--- config.mk ---
export PLATFORM = sky130hd
export DESIGN_NAME = uart_cmd_ctrl_flat
export DESIGN_NICKNAME = d
export VERILOG_FILES = /design/src/rtl/uart_cmd_ctrl_if.sv /design/src/rtl/uart_cmd_ctrl.sv /design/src/flat_wrapper.sv
export SDC_FILE = /design/constraint.sdc
export NUM_CORES = 1
export LEC_CHECK = 0
export CORE_MARGIN = 2
export CORE_UTILIZATION = 56
export CTS_BUF_LIST = sky130_fd_sc_hd__clkbuf_4 sky130_fd_sc_hd__clkbuf_8 sky130_fd_sc_hd__clkbuf_16
export CTS_CLUSTER_SIZE = 8
export DETAILED_ROUTE_END_ITERATION = 6
export PLACE_DENSITY = 0.86
export SYNTH_ARGS = -nofsm -noshare
export SYNTH_HDL_FRONTEND = slang
export SYNTH_SLANG_ARGS = --single-unit
export TNS_END_PERCENT = 50
--- constraint.sdc ---
create_clock -name clk -period 2.3 [get_ports clk]
set_input_delay 0.23 -clock clk [delete_from_list [all_inputs] [get_ports clk]]
set_output_delay 0.23 -clock clk [all_outputs]
set_load 0.05 [all_outputs]
--- src/rtl/uart_cmd_ctrl_if.sv ---
// Signal bundle between the UART command controller and the board: serial line in,
// controlled outputs and receive/error status out.
interface uart_cmd_ctrl_if #(
  parameter int unsigned NUM_OUT = 4
);
  logic               serial_rx;
  logic [NUM_OUT-1:0] out;
  logic [7:0]         rx_byte;
  logic               rx_valid;
  logic               frame_err;
  logic               parity_err;
  logic               cmd_err;
  logic               busy;

  modport master (
    input  serial_rx,
    output out, rx_byte, rx_valid, frame_err, parity_err, cmd_err, busy
  );

  modport slave (
    output serial_rx,
    input  out, rx_byte, rx_valid, frame_err, parity_err, cmd_err, busy
  );
endinterface

--- src/rtl/uart_cmd_ctrl.sv ---
// UART receiver plus opcode/channel decoder driving NUM_OUT set/clear/toggle outputs.
// Define UART_CMD_PARITY_EN for start + 8 data + even parity + stop framing.
module uart_cmd_ctrl #(
  parameter int unsigned        CLK_FREQ_HZ = 33330000,
  parameter int unsigned        BAUD_RATE   = 115200,
  parameter int unsigned        NUM_OUT     = 4,
  parameter logic [NUM_OUT-1:0] OUT_RESET   = '0
) (
  input logic             clk,
  input logic             rst,
  uart_cmd_ctrl_if.master bus
);

  localparam int unsigned      CPB      = CLK_FREQ_HZ / BAUD_RATE;
  localparam int unsigned      HALF     = CPB / 2;
  localparam int unsigned      CNT_W    = $clog2(CPB) + 1;
  localparam logic [CNT_W-1:0] CNT_HALF = CNT_W'(HALF - 1);
  localparam logic [CNT_W-1:0] CNT_FULL = CNT_W'(CPB - 1);

  typedef enum logic [2:0] {
    S_IDLE,
    S_START,
    S_DATA,
`ifdef UART_CMD_PARITY_EN
    S_PARITY,
`endif
    S_STOP,
    S_BREAK
  } state_t;

  state_t             state_q, state_n;
  logic               rx_meta, rx_sync;
  logic [CNT_W-1:0]   cnt_q;
  logic               cnt_clr;
  logic [2:0]         bit_q, bit_n;
  logic [7:0]         shift_q, shift_n;
  logic               valid_n, ferr_n;
  logic [7:0]         rx_byte_q;
  logic               rx_valid_q, frame_err_q, busy_q;
  logic [NUM_OUT-1:0] out_q, out_n;
  logic               cmd_err_q, cmd_err_n;
`ifdef UART_CMD_PARITY_EN
  logic               par_bad_q, par_bad_n;
  logic               perr_n, parity_err_q;
`endif

  // Two-flop synchroniser; idle-high reset avoids a false start edge
  always_ff @(posedge clk or posedge rst) begin
    if (rst) begin
      rx_meta <= 1'b1;
      rx_sync <= 1'b1;
    end else begin
      rx_meta <= bus.serial_rx;
      rx_sync <= rx_meta;
    end
  end

  always_ff @(posedge clk or posedge rst) begin
    if (rst) begin
      state_q <= S_IDLE;
      cnt_q   <= '0;
      bit_q   <= '0;
      shift_q <= '0;
`ifdef UART_CMD_PARITY_EN
      par_bad_q <= 1'b0;
`endif
    end else begin
      state_q <= state_n;
      cnt_q   <= cnt_clr ? '0 : cnt_q + CNT_W'(1);
      bit_q   <= bit_n;
      shift_q <= shift_n;
`ifdef UART_CMD_PARITY_EN
      par_bad_q <= par_bad_n;
`endif
    end
  end

  // Receive FSM: mid-bit sampling referenced to the synchronised start edge
  always_comb begin
    state_n = state_q;
    bit_n   = bit_q;
    shift_n = shift_q;
    valid_n = 1'b0;
    ferr_n  = 1'b0;
`ifdef UART_CMD_PARITY_EN
    par_bad_n = par_bad_q;
    perr_n    = 1'b0;
`endif
    case (state_q)
      S_IDLE: begin
        if (!rx_sync) state_n = S_START;
      end
      S_START: begin
        bit_n = '0;
        if (cnt_q == CNT_HALF) state_n = rx_sync ? S_IDLE : S_DATA;
      end
      S_DATA: begin
        if (cnt_q == CNT_FULL) begin
          shift_n = {rx_sync, shift_q[7:1]};
          bit_n   = bit_q + 3'd1;
          if (bit_q == 3'd7) begin
`ifdef UART_CMD_PARITY_EN
            state_n = S_PARITY;
`else
            state_n = S_STOP;
`endif
          end
        end
      end
`ifdef UART_CMD_PARITY_EN
      S_PARITY: begin
        if (cnt_q == CNT_FULL) begin
          par_bad_n = rx_sync ^ (^shift_q);
          state_n   = S_STOP;
        end
      end
`endif
      S_STOP: begin
        if (cnt_q == CNT_FULL) begin
          if (rx_sync) begin
            state_n = S_IDLE;
`ifdef UART_CMD_PARITY_EN
            if (par_bad_q) perr_n = 1'b1;
            else           valid_n = 1'b1;
`else
            valid_n = 1'b1;
`endif
          end else begin
            ferr_n  = 1'b1;
            state_n = S_BREAK;
          end
        end
      end
      S_BREAK: begin
        if (rx_sync) state_n = S_IDLE;
      end
      default: state_n = S_IDLE;
    endcase
  end

  // Bit timer restarts on every state change and after each data sample
  assign cnt_clr = (state_n != state_q) || ((state_q == S_DATA) && (cnt_q == CNT_FULL));

  always_ff @(posedge clk or posedge rst) begin
    if (rst) begin
      rx_byte_q   <= '0;
      rx_valid_q  <= 1'b0;
      frame_err_q <= 1'b0;
      busy_q      <= 1'b0;
`ifdef UART_CMD_PARITY_EN
      parity_err_q <= 1'b0;
`endif
    end else begin
      if (valid_n) rx_byte_q <= shift_q;
      rx_valid_q  <= valid_n;
      frame_err_q <= ferr_n;
      busy_q      <= (state_n != S_IDLE);
`ifdef UART_CMD_PARITY_EN
      parity_err_q <= perr_n;
`endif
    end
  end

  // Command decode: opcode in [7:6], channel index in [5:0]
  always_comb begin
    out_n     = out_q;
    cmd_err_n = 1'b0;
    if (rx_valid_q) begin
      cmd_err_n = ({26'd0, rx_byte_q[5:0]} >= NUM_OUT);
      for (int unsigned i = 0; i < NUM_OUT; i++) begin
        if (rx_byte_q[5:0] == 6'(i)) begin
          case (rx_byte_q[7:6])
            2'b01:   out_n[i] = 1'b1;
            2'b10:   out_n[i] = 1'b0;
            2'b11:   out_n[i] = ~out_q[i];
            default: out_n[i] = out_q[i];
          endcase
        end
      end
    end
  end

  always_ff @(posedge clk or posedge rst) begin
    if (rst) begin
      out_q     <= OUT_RESET;
      cmd_err_q <= 1'b0;
    end else begin
      out_q     <= out_n;
      cmd_err_q <= cmd_err_n;
    end
  end

  assign bus.out       = out_q;
  assign bus.rx_byte   = rx_byte_q;
  assign bus.rx_valid  = rx_valid_q;
  assign bus.frame_err = frame_err_q;
  assign bus.cmd_err   = cmd_err_q;
  assign bus.busy      = busy_q;
`ifdef UART_CMD_PARITY_EN
  assign bus.parity_err = parity_err_q;
`else
  assign bus.parity_err = 1'b0;
`endif

endmodule

--- src/flat_wrapper.sv ---
// flat-port wrapper written by rule: the top's interface ports become plain ports
module uart_cmd_ctrl_flat 
#(
  parameter int unsigned        CLK_FREQ_HZ = 33330000,
  parameter int unsigned        BAUD_RATE   = 115200,
  parameter int unsigned        NUM_OUT     = 4,
  parameter logic [NUM_OUT-1:0] OUT_RESET   = '0
)
  (clk, rst, bus_serial_rx, bus_out, bus_rx_byte, bus_rx_valid, bus_frame_err, bus_parity_err, bus_cmd_err, bus_busy);
  uart_cmd_ctrl_if #(.NUM_OUT(NUM_OUT)) bus_i ();
  input logic clk;
  input logic rst;
  input wire logic [$bits(bus_i.serial_rx)-1:0] bus_serial_rx;
  output wire logic [$bits(bus_i.out)-1:0] bus_out;
  output wire logic [$bits(bus_i.rx_byte)-1:0] bus_rx_byte;
  output wire logic [$bits(bus_i.rx_valid)-1:0] bus_rx_valid;
  output wire logic [$bits(bus_i.frame_err)-1:0] bus_frame_err;
  output wire logic [$bits(bus_i.parity_err)-1:0] bus_parity_err;
  output wire logic [$bits(bus_i.cmd_err)-1:0] bus_cmd_err;
  output wire logic [$bits(bus_i.busy)-1:0] bus_busy;
  assign bus_i.serial_rx = bus_serial_rx;
  assign bus_out = bus_i.out;
  assign bus_rx_byte = bus_i.rx_byte;
  assign bus_rx_valid = bus_i.rx_valid;
  assign bus_frame_err = bus_i.frame_err;
  assign bus_parity_err = bus_i.parity_err;
  assign bus_cmd_err = bus_i.cmd_err;
  assign bus_busy = bus_i.busy;
  uart_cmd_ctrl #(.CLK_FREQ_HZ(CLK_FREQ_HZ), .BAUD_RATE(BAUD_RATE), .NUM_OUT(NUM_OUT), .OUT_RESET(OUT_RESET)) u_core (.clk(clk), .rst(rst), .bus(bus_i));
endmodule
==> flow_summary.ini, run 1 <==
[timing]
clock.fmax_mhz = 475
slew_violations = 0
clock_skew_ns = 0.0117
slew_headroom_pct = 56.3
layout_min_cycle_time_ns = 2.11
setup_ws_ns = 0.194
finalHoldViolCount = 0
setup_violations = 0
tightest_slew_ns = 0.651
setup-tns-final_ns = 0
period_share_pct = 91.5
rsz0062_at_grt = no

[critical_path]
crit_path_end = u_core.cnt_q[3]
critPathArrivalTime_ns = 2.25
cp_max_fo = 10
start_kind = flip-flop
worst-setup-path-type = reg2reg
crit_required_ns = 2.44
endpoint_kind = flip-flop
rrSetupSlack_ns = 0.19
worstReg2RegEnd = u_core.cnt_q[3]
rr_worst_depth = 4
r2r-start = u_core.cnt_q[4]
critPathLaunch = u_core.cnt_q[4]

[die]
rows = 22
core_um2 = 3610
die_area_um2 = 4180
initial_core_util_pct = 57.1
pin_count = 20
chipHeight_um = 64.7
die_x_um = 64.7

[finish]
drive_gt1_share_pct = 21.8
nFillCells = 265
final_nets = 208
mostFrequentLayoutCells = 40 x dfrtp_1, 20 x mux2_2, 18 x clkdlybuf4s50_1
final_common_cell = dfrtp_1
num_antenna_cells = 0
syn_to_final_growth_pct = 17.5

[global_routing]
grt_pass1_wl_um = 6530
grt_max_degree = 43
grt_pass1_vias = 1445
gr-total-overflow = 0
antenna_found_initial = 0
track_usage_pct = 20.9

[synth]
synth.distinct_cells = 42
synth.area.mux_share_pct = 10.9
synth-xor-area-share_pct = 3.40
yosysWarnings = 0
syn_area_um2 = 2060
synth_top_family_by_area = simple AND/OR/NAND/NOR gates
syn_nets = 184
postSynthCellCount = 177
synth-simple-area-share_pct = 16.2
avgSynthCellArea_um2 = 11.6
yosysSeqAreaShare_pct = 51.1
synthAdderAreaFrac_pct = 2.43
synth_compound_area_share_pct = 12.6
ys_ff_latch = 42

[place]
dp_slack_ns = 0.289
hpwl_um = 2790
routabilityCongestion = 0.917
numPortBuffers = 18

[clock_tree]
clockRootBuffer = clkbuf_8
cts_made_buffers = 5
post_cts_buffers = 0
htree_num_levels = 2
clock_sinks = 42
cts_tree = built
cts_resized = 0
hold_buffers = 0
insertion_delay_ns = 0.30
clk_path_buf_depth = 2
cts.clk_slew.worst_paths_ns = 0.08

[worst_hold_path]
holdCritPathClass = reg2reg

[pwr]
power.internal_mw = 1.08
clkPwrFrac_pct = 43.3
power_switching_mw = 0.270
combPwrFrac_pct = 1.6
switching_share_pct = 20.0
ir_drop_uv = 403
p_per_area_nw_per_um2 = 558
sequentialPowerShare_pct = 55.1
p_leak_nw = 1.07

[status]
status = finished, final reports clean

[detailed_routing]
ant_nets = 0
drt_pass1_iterations = 4
vias_per_cell = 5.89
dr_total_vias = 1473
dr.first_iter.drc_count = 62
finalWirelength_um = 3950
post_drt_wl_per_cell_um = 15.8
route.detailed.drc = 0

[flow_run]
cap_viol_max_count = 0
[layer usage]
layer / GRT usage [%] / wire (um) / vias to the layer above
met1: 25.0 / 1710 / 730
met5: 0 / 0 / -
li1: - / - / 700
met3: 5.73 / 171 / 6
met2: 34.9 / 1980 / 37
met4: 10.1 / 81 / 0
[cells in the mapped netlist (all sizes together)]
library cell,number,area [um2]
a2111o,1,11.3
a211oi,11,87.6
a31oi,4,25.0
a32o,5,50.1
a32oi,1,8.76
and2,2,12.5
and4,2,18.8
buf,1,7.51
clkbuf,4,15.0
conb,1,3.75
dfrtp,40,1000
dfstp,2,52.6
ha,4,50.1
inv,11,41.3
mux2,20,225
nand2,8,30.0
nand2b,2,12.5
nand3,8,52.6
nand3b,2,15.0
nand4,4,25.0
nor2,11,48.8
nor2b,1,6.26
nor3,5,36.3
nor4,3,18.8
nor4b,2,23.8
o21ai,6,30.0
o21bai,1,7.51
o221ai,1,15.0
o311ai,1,16.3
o41ai,1,8.76
or2,1,6.26
or3,1,6.26
or4,1,7.51
or4b,1,13.8
xnor2,6,52.6
xor2,2,17.5
[kinds of logic after synthesis]
family,count (synthesis)
XOR/XNOR,8
AO/OA/AOI/OAI,32
AND/OR/NAND/NOR,54
adder cells (fa/ha/maj),4
other,1
buffers and inverters,16
flip-flops,42
multiplexers,20
[state kept, by name, summed over array words and instances (netlist names)]
signal and cells:
u_core.bit_q 3, u_core.bus.rx_byte 8, u_core.shift_q 8, u_core.bus.rx_valid 1, u_core.rx_sync 1, u_core.bus.out 4
u_core.bus.frame_err 1, u_core.bus.cmd_err 1, u_core.cnt_q 10, u_core.rx_meta 1, u_core.bus.busy 1, u_core.state_q 3
[power by group through the flow]
stage               Combinational (mW)  Sequential (mW)  Clock (mW)
global route                    0.0259            0.744       0.627
finish                          0.0219            0.744       0.585
detailed placement              0.0230            0.758           0
CTS                             0.0232            0.744       0.593
floorplan                       0.0181            0.756           0
global placement                0.0224            0.759           0
[worst min path at each step]
stage,cells after the start,startpoint,slack (ns),endpoint
floorplan,0,bus_serial_rx,0.23,u_core.rx_meta
global placement,0,u_core.rx_meta,0.35,u_core.rx_sync
detailed placement,0,u_core.rx_meta,0.35,u_core.rx_sync
CTS,1,bus_serial_rx,0.35,u_core.rx_meta
global route,1,bus_serial_rx,0.35,u_core.rx_meta
finish,0,u_core.rx_meta,0.34,u_core.rx_sync
[layout make-up]
| class | count | area [um2] | area share, % |
|---|---|---|---|
| multi-input cells | 119 | 943 | 38.9 |
| flip-flops and latches | 42 | 1050 | 43.5 |
| clock buffers | 6 | 76.3 | 3.15 |
| clock inverters | 2 | 37.5 | 1.55 |
| well taps | 48 | 60.1 | 2.48 |
| inverters | 11 | 41.3 | 1.70 |
| repair buffers | 22 | 210 | 8.68 |
[through the flow]
step                total power [mW]  instances  area, um2  hold WS (ns)  utilization [%]
CTS                             1.36        250       2420         0.345             67.2
global route                    1.40        250       2420         0.350             67.2
detailed placement             0.781        242       2310         0.348             64.0
finish                          1.35        250       2420         0.344             67.2
floorplan                      0.774        177       2060         0.234                -
global placement               0.781        242       2310         0.347             64.0
[worst max-delay path, stage by stage (launching register included)]
cell and delay, ns:
dfrtp_1 0.44, nor3_1 0.58, nand3_1 0.29, o221ai_2 0.49
a211oi_1 0.15
No activity file was read; power rests on OpenSTA's default activity.
==> run 2, diff against run 1 <==
- CAP_MARGIN: default -> 20
==> results of run 2 <==
No change in the layout: final DEF, timing and power equal those of run 1.
==> run 3, diff against run 2 <==
- CORE_MARGIN: 2 -> default
==> run 3 against run 2 <==
Compared with the run above:
- utilization is 3.1 points higher
- first-iteration DRC count is 69% higher
- critical path type unchanged
- cell count is 0.80% lower
- maximum frequency is 1.4% higher
- sequential share of layout area hardly changed
- sequential cell count stayed put
- combinational power is 2% higher
- power is 0.34% lower
==> flow_summary.ini, run 3 (synthesized netlist as in run 1, its figures left out) <==
[finish]
syn_to_final_growth_pct = 17.4
drive_gt1_share_pct = 21.8
largest_reg_flops = 10
num_antenna_cells = 0
mostFrequentLayoutCells = 40 x dfrtp_1, 20 x mux2_2, 18 x clkdlybuf4s50_1
final_nets = 208
final_common_cell = dfrtp_1
nFillCells = 248
regMostFlops = u_core.cnt_q

[timing]
slew_violations = 0
tightest_slew_ns = 0.562
layout_min_cycle_time_ns = 2.08
clock_skew_ns = 0.00724
setup_violations = 0
slew_headroom_pct = 62.3
rsz0062_at_grt = no
period_share_pct = 90.3
setup-tns-final_ns = 0
clock.fmax_mhz = 482
finalHoldViolCount = 0

[die]
initial_core_util_pct = 59.9
core_um2 = 3440
pin_count = 20
chipHeight_um = 62.7
die_area_um2 = 3930
rows = 21
die_x_um = 62.7

[critical_path]
endpoint_kind = flip-flop
worst-setup-path-type = reg2reg
cp_max_fo = 8
path_buf_inv = 0
crit_path_max_incr_delay_ns = 0.52
crit_path_top_delay_cell = nor3_1
crit_required_ns = 2.48
crit_chain = nor3_1 > nand3_1 > nor2_4 > mux2_2
crit_family = simple AND/OR/NAND/NOR gates
critPathArrivalTime_ns = 2.25
start_kind = flip-flop

[detailed_routing]
finalWirelength_um = 4200
wl_met2_um = 2200
wl_met3_um = 268
ant_nets = 0
vias_per_cell = 6.29
route.detailed.drc = 0
drt-met1-wl_um = 1630
post_drt_wl_per_cell_um = 16.9
dr_total_vias = 1561
highest_layer = met4
dr.first_iter.drc_count = 105
drt_pass1_iterations = 5

[pwr]
switching_share_pct = 19.7
clkPwrFrac_pct = 43.1
p_per_area_nw_per_um2 = 556
power.internal_mw = 1.08
combPwrFrac_pct = 1.7
sequentialPowerShare_pct = 55.3
p_leak_nw = 1.07
power_mw = 1.35
power_switching_mw = 0.265
ir_drop_uv = 456

[place]
numPortBuffers = 18
hpwl_um = 3010
routabilityCongestion = 0.938

[flow_run]
cap_viol_max_count = 0

[global_routing]
gr-total-overflow = 0
antenna_found_initial = 0
grt_max_degree = 43
grt_pass1_vias = 1548
grt_pass1_wl_um = 7370
track_usage_pct = 24.2

[clock_tree]
cts_resized = 0
clockRootBuffer = clkbuf_8
cts.clk_slew.worst_paths_ns = 0.07
clk_path_buf_depth = 2
post_cts_buffers = 0
insertion_delay_ns = 0.30
cts_tree = built
cts_made_buffers = 5
htree_num_levels = 2
hold_buffers = 0
clock_sinks = 42

[worst_hold_path]
holdCritPathClass = in2reg

[status]
status = finished, final reports clean
==> run 3: cell counts in the layout (fill, tap and decap cells not counted) <==
Identical to the previous run, type by type.
==> run 3: metrics by stage <==
step / cells / util [%] / area, um2 / hold slack (ns) / setup slack, ns
2_1_floorplan: 177 / - / 2060 / 0.234 / 0.334
3_3_place_gp: 240 / 67.0 / 2310 / 0.346 / 0.375
3_5_place_dp: 240 / 67.0 / 2310 / 0.348 / 0.280
4_1_cts: 248 / 70.3 / 2420 / 0.353 / 0.259
5_1_grt: 248 / 70.3 / 2420 / 0.347 / 0.0127
6_report: 248 / 70.3 / 2420 / 0.353 / 0.223
==> run 3: worst paths after layout <==
kind                            depth (start not counted)  slack (ns)               endpoint       startpoint
worst min-delay path                                    1        0.35         u_core.rx_meta    bus_serial_rx
worst max-delay path                                    4        0.22  u_core.bus.rx_byte[0]  u_core.cnt_q[4]
max in group asynchronous                               3        1.57        u_core.bit_q[0]              rst
min in group asynchronous                               3        0.37  u_core.bus.rx_byte[1]              rst
worst min register to register                          0        0.36         u_core.rx_sync   u_core.rx_meta
worst max register to register                          4        0.22  u_core.bus.rx_byte[0]  u_core.cnt_q[4]
==> run 3: area by class of cell <==
cell class	count	area [um2]	share of cell area [%]
inverters	11	41.3	1.71
flip-flops and latches	42	1050	43.5
clock buffers	6	76.3	3.15
well taps	46	57.6	2.38
repair buffers	22	210	8.69
clock inverters	2	37.5	1.55
multi-input cells	119	943	39.0
==> run 3: per-layer routing <==
layer  GRT usage (%)  vias up
met5               0        -
met4            9.88        0
met3            4.93       13
met2            41.6       75
met1            29.6      768
li1                -      705
==> run 3: power groups by stage <==
stage,combinational (mW),clock [mW],sequential (mW)
3_5_place_dp,0.0233,0,0.758
5_1_grt,0.0257,0.622,0.744
3_3_place_gp,0.0220,0,0.758
6_report,0.0223,0.580,0.744
4_1_cts,0.0234,0.591,0.744
2_1_floorplan,0.0181,0,0.756
